<file path="config.mk">
export PLATFORM = sky130hd
export DESIGN_NAME = instr_fetch_unit
export DESIGN_NICKNAME = d
export VERILOG_FILES = /design/src/rtl/instr_fetch_unit.sv
export SDC_FILE = /design/constraint.sdc
export NUM_CORES = 1
export LEC_CHECK = 0
export BUFFER_PORTS_ARGS = -buffer_cell sky130_fd_sc_hd__buf_2
export CAP_MARGIN = 40
export CORE_MARGIN = 4
export CORE_UTILIZATION = 45
export CTS_CLUSTER_DIAMETER = 60
export DETAILED_ROUTE_END_ITERATION = 7
export PLACE_DENSITY = 0.73
export SLEW_MARGIN = 20
export SYNTH_ARGS = -nofsm -noshare
export SYNTH_HDL_FRONTEND = slang
export SYNTH_SLANG_ARGS = --single-unit
</file>
<file path="constraint.sdc">
create_clock -name clk -period 5.8 [get_ports clk]
set_input_delay 0.58 -clock clk [delete_from_list [all_inputs] [get_ports clk]]
set_output_delay 0.58 -clock clk [all_outputs]
set_load 0.1 [all_outputs]
</file>
<file path="src/rtl/instr_fetch_unit.sv">
// -----------------------------------------------------------------------------
// instr_fetch_unit
//
// Instruction fetch front end. Holds the PC, fetches one 32-bit word at a time
// from instruction memory over a req/ack handshake, and presents the word plus
// its OpCode/Funct fields to the decoder over a valid/ready handshake. The
// next PC is chosen from Jump/Branch/Zero sampled when decode accepts.
//
// Ports:
//   clk, rst_n          clock (rising edge), asynchronous active-low reset
//   ImemReq/ImemAddr    fetch request and word-aligned address (out)
//   ImemRdata/ImemAck   fetched word and its one-cycle response strobe (in)
//   InstrValid          Instr/OpCode/Funct/PC valid to decode (out)
//   InstrReady          decode accepts the held instruction (in)
//   Instr               held instruction register (out)
//   OpCode, Funct       Instr[31:26], Instr[5:0] (out)
//   PC, PCPlus4         address of held instruction and PC+4 (out)
//   Jump, Branch, Zero  control-flow inputs, sampled only at accept (in)
// -----------------------------------------------------------------------------
module instr_fetch_unit #(
   parameter logic [31:0] RESET_PC = 32'h0000_0000
) (
   input  logic        clk,
   input  logic        rst_n,
   output logic        ImemReq,
   output logic [31:0] ImemAddr,
   input  logic [31:0] ImemRdata,
   input  logic        ImemAck,
   output logic        InstrValid,
   input  logic        InstrReady,
   output logic [31:0] Instr,
   output logic [5:0]  OpCode,
   output logic [5:0]  Funct,
   output logic [31:0] PC,
   output logic [31:0] PCPlus4,
   input  logic        Jump,
   input  logic        Branch,
   input  logic        Zero
);

   typedef enum logic [1:0] {
      IDLE  = 2'd0,
      FETCH = 2'd1,
      HOLD  = 2'd2
   } state_t;

   // Low address bits are forced to zero so a misaligned RESET_PC can never
   // produce a misaligned fetch.
   localparam logic [31:0] RESET_PC_ALIGNED = {RESET_PC[31:2], 2'b00};

   state_t      state_q, state_d;
   logic [31:0] pc_q, pc_d;
   logic [31:0] ir_q, ir_d;

   logic [31:0] pc_plus4;
   logic [31:0] jump_target;
   logic [31:0] branch_target;
   logic [31:0] next_pc;
   logic        accept;

   // Sequential PC wraps naturally modulo 2^32.
   assign pc_plus4      = pc_q + 32'd4;
   assign jump_target   = {pc_plus4[31:28], ir_q[25:0], 2'b00};
   assign branch_target = pc_plus4 + {{14{ir_q[15]}}, ir_q[15:0], 2'b00};

   assign accept = (state_q == HOLD) && InstrReady;

   // Jump has priority over a taken branch; an untaken branch is sequential.
   always_comb begin
      next_pc = pc_plus4;
      if (Jump) begin
         next_pc = jump_target;
      end else if (Branch && Zero) begin
         next_pc = branch_target;
      end
   end

   // NOTE: every signal written here gets a default first, so no path can
   // leave it unassigned and infer a latch.
   always_comb begin
      state_d = state_q;
      pc_d    = pc_q;
      ir_d    = ir_q;
      case (state_q)
         // One dead cycle after reset; any ack still in flight from a fetch
         // cut short by reset lands here and is dropped.
         IDLE: state_d = FETCH;
         FETCH: begin
            if (ImemAck) begin
               ir_d    = ImemRdata;
               state_d = HOLD;
            end
         end
         HOLD: begin
            if (accept) begin
               pc_d    = {next_pc[31:2], 2'b00};
               state_d = FETCH;
            end
         end
         default: state_d = IDLE;
      endcase
   end

   // NOTE: state registers use non-blocking assignments so every flop samples
   // the pre-edge values of the others.
   always_ff @(posedge clk or negedge rst_n) begin
      if (!rst_n) begin
         state_q <= IDLE;
         pc_q    <= RESET_PC_ALIGNED;
         ir_q    <= 32'd0;
      end else begin
         state_q <= state_d;
         pc_q    <= pc_d;
         ir_q    <= ir_d;
      end
   end

   assign ImemReq    = (state_q == FETCH);
   assign ImemAddr   = pc_q;
   assign InstrValid = (state_q == HOLD);
   assign Instr      = ir_q;
   assign OpCode     = ir_q[31:26];
   assign Funct      = ir_q[5:0];
   assign PC         = pc_q;
   assign PCPlus4    = pc_plus4;

endmodule

</file>
==> results.json, run 1 <==
{
  "grt_pass1_wl_mm": 25.2,
  "synth_area_um2": 5340,
  "timing_worst_setup_path_type": "flop to flop",
  "crit_family": "compound AO/OA/AOI/OAI gates",
  "htree_levels": 3,
  "dp_cells": 875,
  "postCtsSetupBuffers": 0,
  "holdCritPathClass": "primary input to async pin",
  "cts_root_buffer": "clkbuf_16",
  "tritoncts": "built",
  "synth-edff-count": 0,
  "dp_slack_ps": 1860,
  "synth_top_cell_area_share_pct": 30.0,
  "yosysSeqAreaShare_pct": 30.0,
  "grt_usage_pct": 23.8,
  "grt_max_degree": 51,
  "area_growth_pct": 19.2,
  "finalSetupTns_ps": 0,
  "synth-async-reset-ratio_pct": 100,
  "crit_fanout": 6,
  "tightest_slew_ps": 777,
  "ctsResizeCount": 0,
  "routed_wl_mm": 16.2,
  "drc": 0,
  "syn_inst": 618,
  "gp_congestion": 0.936,
  "rsz0062_at_grt": "false",
  "wl_met3_mm": 1.10,
  "cap_viol_max_count": 0,
  "outcome": "completed",
  "top_layer": "met4",
  "grt_overflow": 0,
  "ys_seq_elements": 64,
  "io_buffers": 174,
  "finalHoldViolations": 0,
  "final.min_clock_period_ps": 4040,
  "yosys_warnings": 0,
  "cts.sinks": 64,
  "fin_crit_sh_pct": 69.7,
  "clk_pin_slew_worst_paths_ps": 50,
  "cts_buffers": 9,
  "cts_hold_buffers": 0,
  "initial_core_util_pct": 46.4,
  "required_ps": 5990,
  "crit_buf_inv": 0,
  "path_cells": "ha_1 > nand2_1 > nor2_1 > nand4_1 > nor2_1 > xor2_1 > ha_1 > and3_1 > a221o_1 > nand2_1 > o21ai_4 > o41ai_2 > o21bai_1 > xor2_1 > a221oi_2 > o22ai_1",
  "start_kind": "flop",
  "diodes": 0,
  "finalCoreUtilization_pct": 55.3,
  "finalWorstSetupSlack_ps": 1760,
  "core_area_um2": 11500,
  "maxSlewHeadroom_pct": 48.2,
  "dr.pass1.iters": 5,
  "synth_most_common_cell": "nand2_1",
  "io_pins": 181,
  "clkLatencyLatePin_ps": 340,
  "ys.flop_type": "dfrtp_1",
  "critical_path_arrival_ps": 4230,
  "dp_hpwl_mm": 12.4,
  "endpoint_kind": "flop",
  "vias": 5088,
  "grt_antenna_before_repair": 0,
  "routed-wl-met2_mm": 7.85,
  "slowest_delay_ps": 410,
  "drt_iter0_markers": 366,
  "wl_met1_mm": 6.93,
  "synthTopCellsByArea": "dfrtp_1 (30%), ha_1 (8.4%), buf_4 (6.7%)",
  "ys_types": 69,
  "fmax_mhz": 247,
  "viasPerCell": 5.70,
  "fp.dieH_um": 117,
  "synth.avg_cell_area_um2": 8.64,
  "cts_buffer_depth": 2,
  "wl_per_cell_um": 18.1,
  "antenna_left": 0,
  "final_layout_size_suffix_gt1_share_pct": 32.8,
  "rows": 39,
  "die_area_um2": 13700,
  "final_cells": 892,
  "yosysTopAreaCell": "dfrtp_1",
  "nets": 820,
  "fin_skew_ps": 4.06,
  "finalSetupViolations": 0,
  "drv_slew": 0,
  "grt_pass1_vias": 4794,
  "slowest_stage": "dfrtp_1",
  "ys_top_cells_by_count": "nand2_1 (67), dfrtp_1 (64), nor2_1 (50), buf_4 (48), o21ai_0 (39)",
  "die_x_um": 117,
  "nFillCells": 1037
}
==> final timing paths <==
path	startpoint	endpoint	slack (ps)	depth (start not counted)
max	ImemAddr[2]	ImemAddr[24]	1760	16
min	rst_n	Instr[4]	230	2
min reg2reg	state_q[1]	state_q[0]	500	1
max reg2reg	ImemAddr[2]	ImemAddr[24]	1760	16
max in group asynchronous	rst_n	ImemAddr[30]	5040	3
min in group clk	ImemAck	state_q[0]	460	2
==> flip-flops by register name, summed over array words and instances (netlist names) <==
name,cells
ImemAddr,30
Instr,32
state_q,2
==> layer usage <==
metal  GRT usage [%]  vias to the layer above
li1                -                     2414
met1            32.3                     2467
met2            38.5                      184
met3            4.42                       23
met4            7.87                        0
met5               0                        -
==> worst reg2reg max path, cell delays in order, from the launching register on <==
cell and delay, ps:
dfrtp_1 410, ha_1 230, nand2_1 80, nor2_1 300
nand4_1 270, nor2_1 180, xor2_1 260, ha_1 340
and3_1 260, a221o_1 300, nand2_1 110, o21ai_4 80
o41ai_2 350, o21bai_1 170, xor2_1 180, a221oi_2 240
o22ai_1 120
==> cell usage in the layout, fill, tap and decap left out, types with 3 or more instances in the layout <==
cell       instances
buf_2            174
nand2_1           67
dfrtp_1           64
nor2_1            50
o21ai_0           39
a21oi_1           36
ha_1              36
mux2_2            32
xor2_1            26
xnor2_1           21
inv_1             16
nand4_1           14
nor3_1            13
a211oi_1          12
a21o_1            11
nand3_1           10
clkbuf_16          9
o21ai_1            7
conb_1             6
and3_1             5
a31oi_1            5
o22ai_1            5
and2_1             4
nor2b_1            4
o21bai_1           4
o31ai_1            4
a21boi_0           4
o211ai_1           4
buf_4              4
or3_1              3
nand2b_1           3
buf_8              3
==> final cells by class <==
| cell class | instances | area [um2] | share of cell area (%) |
|---|---|---|---|
| multi-input cells | 471 | 3250 | 51.1 |
| flip-flops and latches | 64 | 1600 | 25.2 |
| repair buffers | 182 | 973 | 15.3 |
| clock buffers | 13 | 260 | 4.09 |
| well taps | 143 | 179 | 2.81 |
| inverters | 16 | 60.1 | 0.943 |
| clock inverters | 3 | 40.0 | 0.629 |
==> through the flow <==
| step | hold WS, ps | instance area (um2) |
|---|---|---|
| 2_1_floorplan | 284 | 5370 |
| 4_1_cts | 232 | 6350 |
| 3_5_place_dp | 495 | 6050 |
| 5_1_grt | 258 | 6370 |
| 6_report | 233 | 6370 |
| 3_3_place_gp | 466 | 5990 |
==> cells by family (layout without fill, tap and decap cells) <==
kind of cell | after synthesis | count (layout) | share of synthesized area [%]
and+or+nand+nor | 184 | 184 | 15.9
muxes | 34 | 34 | 7.12
other | 1 | 6 | 0.0702
AOI/OAI and AO/OA | 161 | 161 | 20.3
adders and majority gates | 37 | 37 | 8.81
buffers and inverters | 88 | 214 | 9.73
xor gates and xnor gates | 49 | 49 | 8.04
DFF | 64 | 64 | 30.0
Power of run 1 is left out: the tool's default activity adds up to more than one toggle a clock period on the data nets, which glitch-free logic cannot reach.
==> run 2, diff against run 1 <==
- ABC_AREA: not set -> 1
- clock period: 5.8 -> 3.6 ns (I/O delays scaled with it)
==> run 2 against run 1 <==
  * First-iteration DRC count up 100%
  * Global-route usage grew 2.1 points
  * Synthesized cell count increased by 74%
  * Worst hold slack improved by 1.8 ps
  * Area after synthesis rose by 26%
  * Sequential cell count is the same
  * Final area up 25%
  * Clock skew rose by 0.75 ps
  * Critical path type unchanged
  * Largest cell class unchanged
  * Highest routed layer unchanged
==> results.json, run 2 <==
{
  "slowest_delay_ps": 460,
  "tritoncts": "built",
  "wl_per_cell_um": 15.8,
  "slowest_stage": "dfrtp_4",
  "grt_antenna_before_repair": 0,
  "cts.sinks": 64,
  "yosysTopAreaCell": "dfrtp_1",
  "synth_area_um2": 6710,
  "htree_levels": 3,
  "cap_viol_max_count": 0,
  "synth_top_cell_area_share_pct": 23.9,
  "hold_path_end": "state_q[0]",
  "fp.dieH_um": 130,
  "routed_wl_mm": 22.0,
  "ys_types": 48,
  "final_layout_size_suffix_gt1_share_pct": 24.4,
  "die_area_um2": 16900,
  "rsz0062_at_grt": "false",
  "grt_pass1_vias": 6569,
  "synth_most_common_cell": "nand2_1",
  "grt_overflow": 0,
  "nets": 1284,
  "cts_buffer_depth": 2,
  "tightest_slew_ps": 606,
  "cts_root_buffer": "clkbuf_16",
  "gp_congestion": 0.925,
  "core_area_um2": 14600,
  "outcome": "completed",
  "drc": 0,
  "nFillCells": 1482,
  "grt_max_degree": 49,
  "mostFrequentLayoutCells": "nand2_1 (387), buf_2 (174), inv_1 (163), nor2_1 (103), nand3_1 (67)",
  "finalHoldViolations": 0,
  "seqCellArea_um2": 1630,
  "area_growth_pct": 18.6,
  "rows": 44,
  "io_buffers": 174,
  "rr_startpoint": "ImemAddr[2]",
  "finalSetupTns_ps": 0,
  "initial_core_util_pct": 46.0,
  "dp_hpwl_mm": 18.0,
  "dr.pass1.iters": 5,
  "layout_commonest_cell": "nand2_1",
  "diodes": 0,
  "multi_input_area_um2": 4220,
  "syn_inst": 1075,
  "clk_pin_slew_worst_paths_ps": 50,
  "worstRegToRegCells": 18,
  "holdCritPathClass": "primary input to flop",
  "cts_buffers": 9,
  "synth-async-reset-ratio_pct": 100,
  "vias": 7128,
  "yosysSeqAreaShare_pct": 23.9,
  "endpoint_kind": "flop",
  "fin_crit_sh_pct": 91.0,
  "synth.avg_cell_area_um2": 6.24,
  "drv_slew": 0,
  "critical_path_arrival_ps": 3490,
  "finalSetupViolations": 0,
  "timing_worst_setup_path_type": "flop to flop",
  "path_cells": "ha_2 > nand2_1 > nor2_2 > nand2_1 > nor2_4 > xor2_4 > ha_1 > nand2_1 > nor2_1 > nand2_1 > nor2_1 > nand2_1 > nand3_1 > nand2_1 > nand3_1 > nand2_1 > nand2_1 > nand2_1",
  "drt_iter0_markers": 745,
  "postCtsSetupBuffers": 0,
  "r2r_end": "ImemAddr[24]",
  "crit_fanout": 7,
  "yosys_warnings": 0,
  "antenna_left": 0,
  "synthTopCellsByArea": "dfrtp_1 (24%), nand2_1 (22%), inv_1 (9.1%)",
  "final.min_clock_period_ps": 3280,
  "min_from": "ImemAck",
  "maxSlewHeadroom_pct": 59.5,
  "reg2reg_setup_slack_ps": 320,
  "grt_pass1_wl_mm": 34.2,
  "ys.flop_type": "dfrtp_1",
  "viasPerCell": 5.10,
  "required_ps": 3820,
  "holdPathStages": 2,
  "ys_top_cells_by_count": "nand2_1 (388), inv_1 (163), nor2_1 (104), nand3_1 (67), dfrtp_1 (64)",
  "fin_skew_ps": 4.81,
  "io_pins": 181,
  "fmax_mhz": 305,
  "grt_usage_pct": 25.9,
  "clkLatencyLatePin_ps": 330,
  "start_kind": "flop",
  "crit_path_frequent_cell": "nand2_1",
  "largest_reg_flops": 32,
  "synth-edff-count": 0,
  "die_x_um": 130,
  "ys_seq_elements": 64
}
==> run 2: cell types whose count changed after synthesis, moves of 12 or more <==
| cell | change |
|---|---|
| nand3_1 | +57 |
| clkbuf_1 | -13 |
| nor2_1 | +54 |
| o21ai_0 | -19 |
| xnor2_1 | -19 |
| nand2_1 | +321 |
| inv_1 | +147 |
| xor2_1 | -13 |
| a211oi_1 | -12 |
==> run 2: cells by family after synthesis <==
kind of cell / after synthesis / synth area share [%]
AND/OR/NAND/NOR: 615 / 38.7
buffers and inverters: 232 / 16.1
AO/OA/AOI/OAI: 76 / 6.30
flip-flops: 64 / 23.9
adder cells (fa/ha/maj): 37 / 7.01
multiplexers: 31 / 5.20
XOR/XNOR: 19 / 2.70
other: 1 / 0.0559
==> run 2: timing repair <==
action | in CTS | in global routing
hold buffers | 1 | 0
gates resized for setup | 0 | 3
setup endpoints to repair | 0 | 8
endpoints found under the hold margin | 14 | 0
==> run 2: how the worst max path moves through the flow <==
| stage | from | endpoint | cells after the start |
|---|---|---|---|
| detailed placement | ImemAddr[2] | ImemAddr[30] | 20 |
| floorplan | ImemAddr[25] | ImemAddr[31] | 21 |
| global placement | ImemAddr[2] | ImemAddr[30] | 20 |
| finish | ImemAddr[2] | ImemAddr[24] | 18 |
| CTS | ImemAddr[2] | ImemAddr[30] | 20 |
| global route | ImemAddr[2] | ImemAddr[30] | 20 |
==> run 2: through the flow <==
| stage | worst slack [ps] | cell area, um2 | hold slack (ps) | std cells | util [%] |
|---|---|---|---|---|---|
| after detailed placement | 197 | 7630 | 343 | 1379 | 52.3 |
| after CTS | 190 | 7930 | 235 | 1396 | 54.4 |
| after global placement | 236 | 7610 | 345 | 1378 | 52.2 |
| final | 324 | 7960 | 235 | 1397 | 54.5 |
| after floorplan | 4.70 | 6930 | 64.4 | 1080 | - |
| after global routing | 60.0 | 7960 | 248 | 1397 | 54.5 |
==> run 2: layout make-up <==
class | instances | area share (%)
sequential | 64 | 20.5
multi-input combinational | 784 | 53.0
inverter | 165 | 7.79
clock inverter | 5 | 0.723
clock buffer | 11 | 2.93
timing repair buffer | 184 | 12.1
tap | 184 | 2.89
==> run 2: critical path: cells and delay by family, from the launching register on <==
family	cells	cell delay, ps
XOR/XNOR	1	110
adder cells (fa/ha/maj)	2	680
AND/OR/NAND/NOR	15	1920
flip-flops	1	460
==> run 2: per-layer routing <==
metal  global-route usage [%]  vias to the layer above  share of wire [%]  wire length (um)
met4                     7.09                        0                2.3               504
met3                     3.52                       36                8.3              1830
met5                        0                        -                  0                 0
li1                         -                     3542                  -                 -
met2                     42.3                      309                 46             10200
met1                     36.2                     3241                 43              9510
Power of run 2 is left out for the same reason.
==> run 3, diff against run 2 <==
- CTS_CLUSTER_SIZE: not set -> 28
- MAX_ROUTING_LAYER: not set -> met4
==> run 3 against run 2 <==
  * Global-route usage is 1.2 points higher
  * Fmax is 0.70% higher
  * First-iteration DRC count is 19% lower
  * Die area stayed put
  * Setup slack better by 23 ps
  * Wire length is 0.53% higher
  * Sequential cell count stayed put
  * Utilization is 0.36 points lower
  * Critical path depth is 2 higher
  * Count of clock-buffer cells in the layout is 2 higher
  * Register-to-register slack better by 20 ps
==> results.json, run 3 (synthesized netlist as in run 2, its figures left out) <==
{
  "holdPathStages": 2,
  "final.min_clock_period_ps": 3250,
  "grt_pass1_vias": 6593,
  "area_growth_pct": 17.8,
  "min_from": "ImemAck",
  "nFillCells": 1468,
  "endpoint_kind": "flop",
  "setup.worst_path.start": "ImemAddr[2]",
  "crit_fanout": 7,
  "cts_buffers": 9,
  "largest_reg_flops": 32,
  "tritoncts": "built",
  "postCtsSetupBuffers": 0,
  "rows": 44,
  "wl_per_cell_um": 15.9,
  "drv_slew": 0,
  "holdCritPathClass": "primary input to flop",
  "drt_iter0_markers": 604,
  "vias": 7125,
  "finalHoldViolations": 0,
  "outcome": "completed",
  "cts_buffer_depth": 2,
  "gp_congestion": 0.946,
  "worstRegToRegCells": 20,
  "nets": 1283,
  "finalWorstSetupSlack_ps": 347,
  "tightest_slew_ps": 846,
  "rsz0062_at_grt": "false",
  "clkLatencyLatePin_ps": 330,
  "htree_levels": 3,
  "antenna_left": 0,
  "die_x_um": 130,
  "fin_crit_sh_pct": 90.4,
  "grt_max_degree": 50,
  "finalSetupViolations": 0,
  "grt_overflow": 0,
  "dp_hpwl_mm": 18.1,
  "place_area_um2": 7620,
  "start_kind": "flop",
  "finalSetupTns_ps": 0,
  "io_buffers": 174,
  "final_layout_size_suffix_gt1_share_pct": 24.2,
  "grt_pass1_wl_mm": 34.6,
  "cap_viol_max_count": 0,
  "critical_path_arrival_ps": 3470,
  "clk_pin_slew_worst_paths_ps": 60,
  "cts_root_buffer": "clkbuf_16",
  "routed_wl_mm": 22.1,
  "die_area_um2": 16900,
  "final_cell_area_um2": 7900,
  "diodes": 0,
  "cts.sinks": 64,
  "io_pins": 181,
  "mostFrequentLayoutCells": "nand2_1 (386), buf_2 (174), inv_1 (163), nor2_1 (104), nand3_1 (67)",
  "timing_worst_setup_path_type": "flop to flop",
  "initial_core_util_pct": 46.0,
  "finalCoreUtilization_pct": 54.2,
  "grt_antenna_before_repair": 0,
  "drc": 0,
  "fmax_mhz": 307,
  "layout_commonest_cell": "nand2_1",
  "dp_slack_ps": 183,
  "core_area_um2": 14600,
  "required_ps": 3820,
  "fin_skew_ps": 9.35,
  "maxSlewHeadroom_pct": 43.5,
  "viasPerCell": 5.10,
  "dr.pass1.iters": 6,
  "grt_usage_pct": 27.1,
  "fp.dieH_um": 130,
  "rr_startpoint": "ImemAddr[2]"
}
-- run 3: cell count changes in the layout (fill, tap and decap cells not counted), sizes merged --
cell	before	now
buf	183	182
bufinv	1	0
clkbuf	11	13
clkinv	5	2
clkinvlp	0	2
-- run 3: final timing paths --
| kind | slack, ps | endpoint |
|---|---|---|
| max | 350 | ImemAddr[31] |
| min | 240 | state_q[0] |
| max reg2reg | 350 | ImemAddr[31] |
| min reg2reg | 500 | state_q[0] |
| max in group asynchronous | 2070 | ImemAddr[21] |
| min in group asynchronous | 530 | ImemAddr[2] |
-- run 3: metal layers --
| metal | part of all wire (%) | track usage, % | up-vias |
|---|---|---|---|
| li1 | - | - | 3539 |
| met1 | 44 | 37.4 | 3258 |
| met2 | 46 | 41.9 | 293 |
| met3 | 7.5 | 3.93 | 35 |
| met4 | 2.3 | 7.09 | 0 |
| met5 | 0 | - | - |
-- run 3: stage by stage --
stage	instances	hold slack, ps
global placement	1379	340
detailed placement	1379	343
global route	1396	251
floorplan	1080	64.4
finish	1396	236
CTS	1396	237
-- run 3: final cells by class --
class	instances	area (um2)	share of cell area [%]
clock buffers	13	240	3.04
clock inverters	3	20.0	0.253
inverters	165	619	7.84
multi-input cells	784	4220	53.4
flip-flops and latches	64	1630	20.7
well taps	184	230	2.91
repair buffers	183	941	11.9
-- run 3: repair_timing --
action,4_1_cts,5_1_grt
hold endpoints to repair,17,0
hold buffers,1,0
setup endpoints to repair,0,10
gates resized for setup,0,3
-- run 3: critical path, cell delays in order (launching register included) --
cell and delay [ps]:
dfrtp_4 460, ha_2 270, nand2_1 80, nor2_2 220
inv_1 90, nor2_1 210, xor2_1 160, inv_1 80
ha_1 350, nand2_1 120, nor2_1 250, and2_1 190
nand2_1 60, nand2_1 120, nand2_1 80, nand2_1 110
inv_1 50, nand2_1 50, nand3_1 70, nand2_1 70
nand2_1 50
Power of run 3 is left out for the same reason.
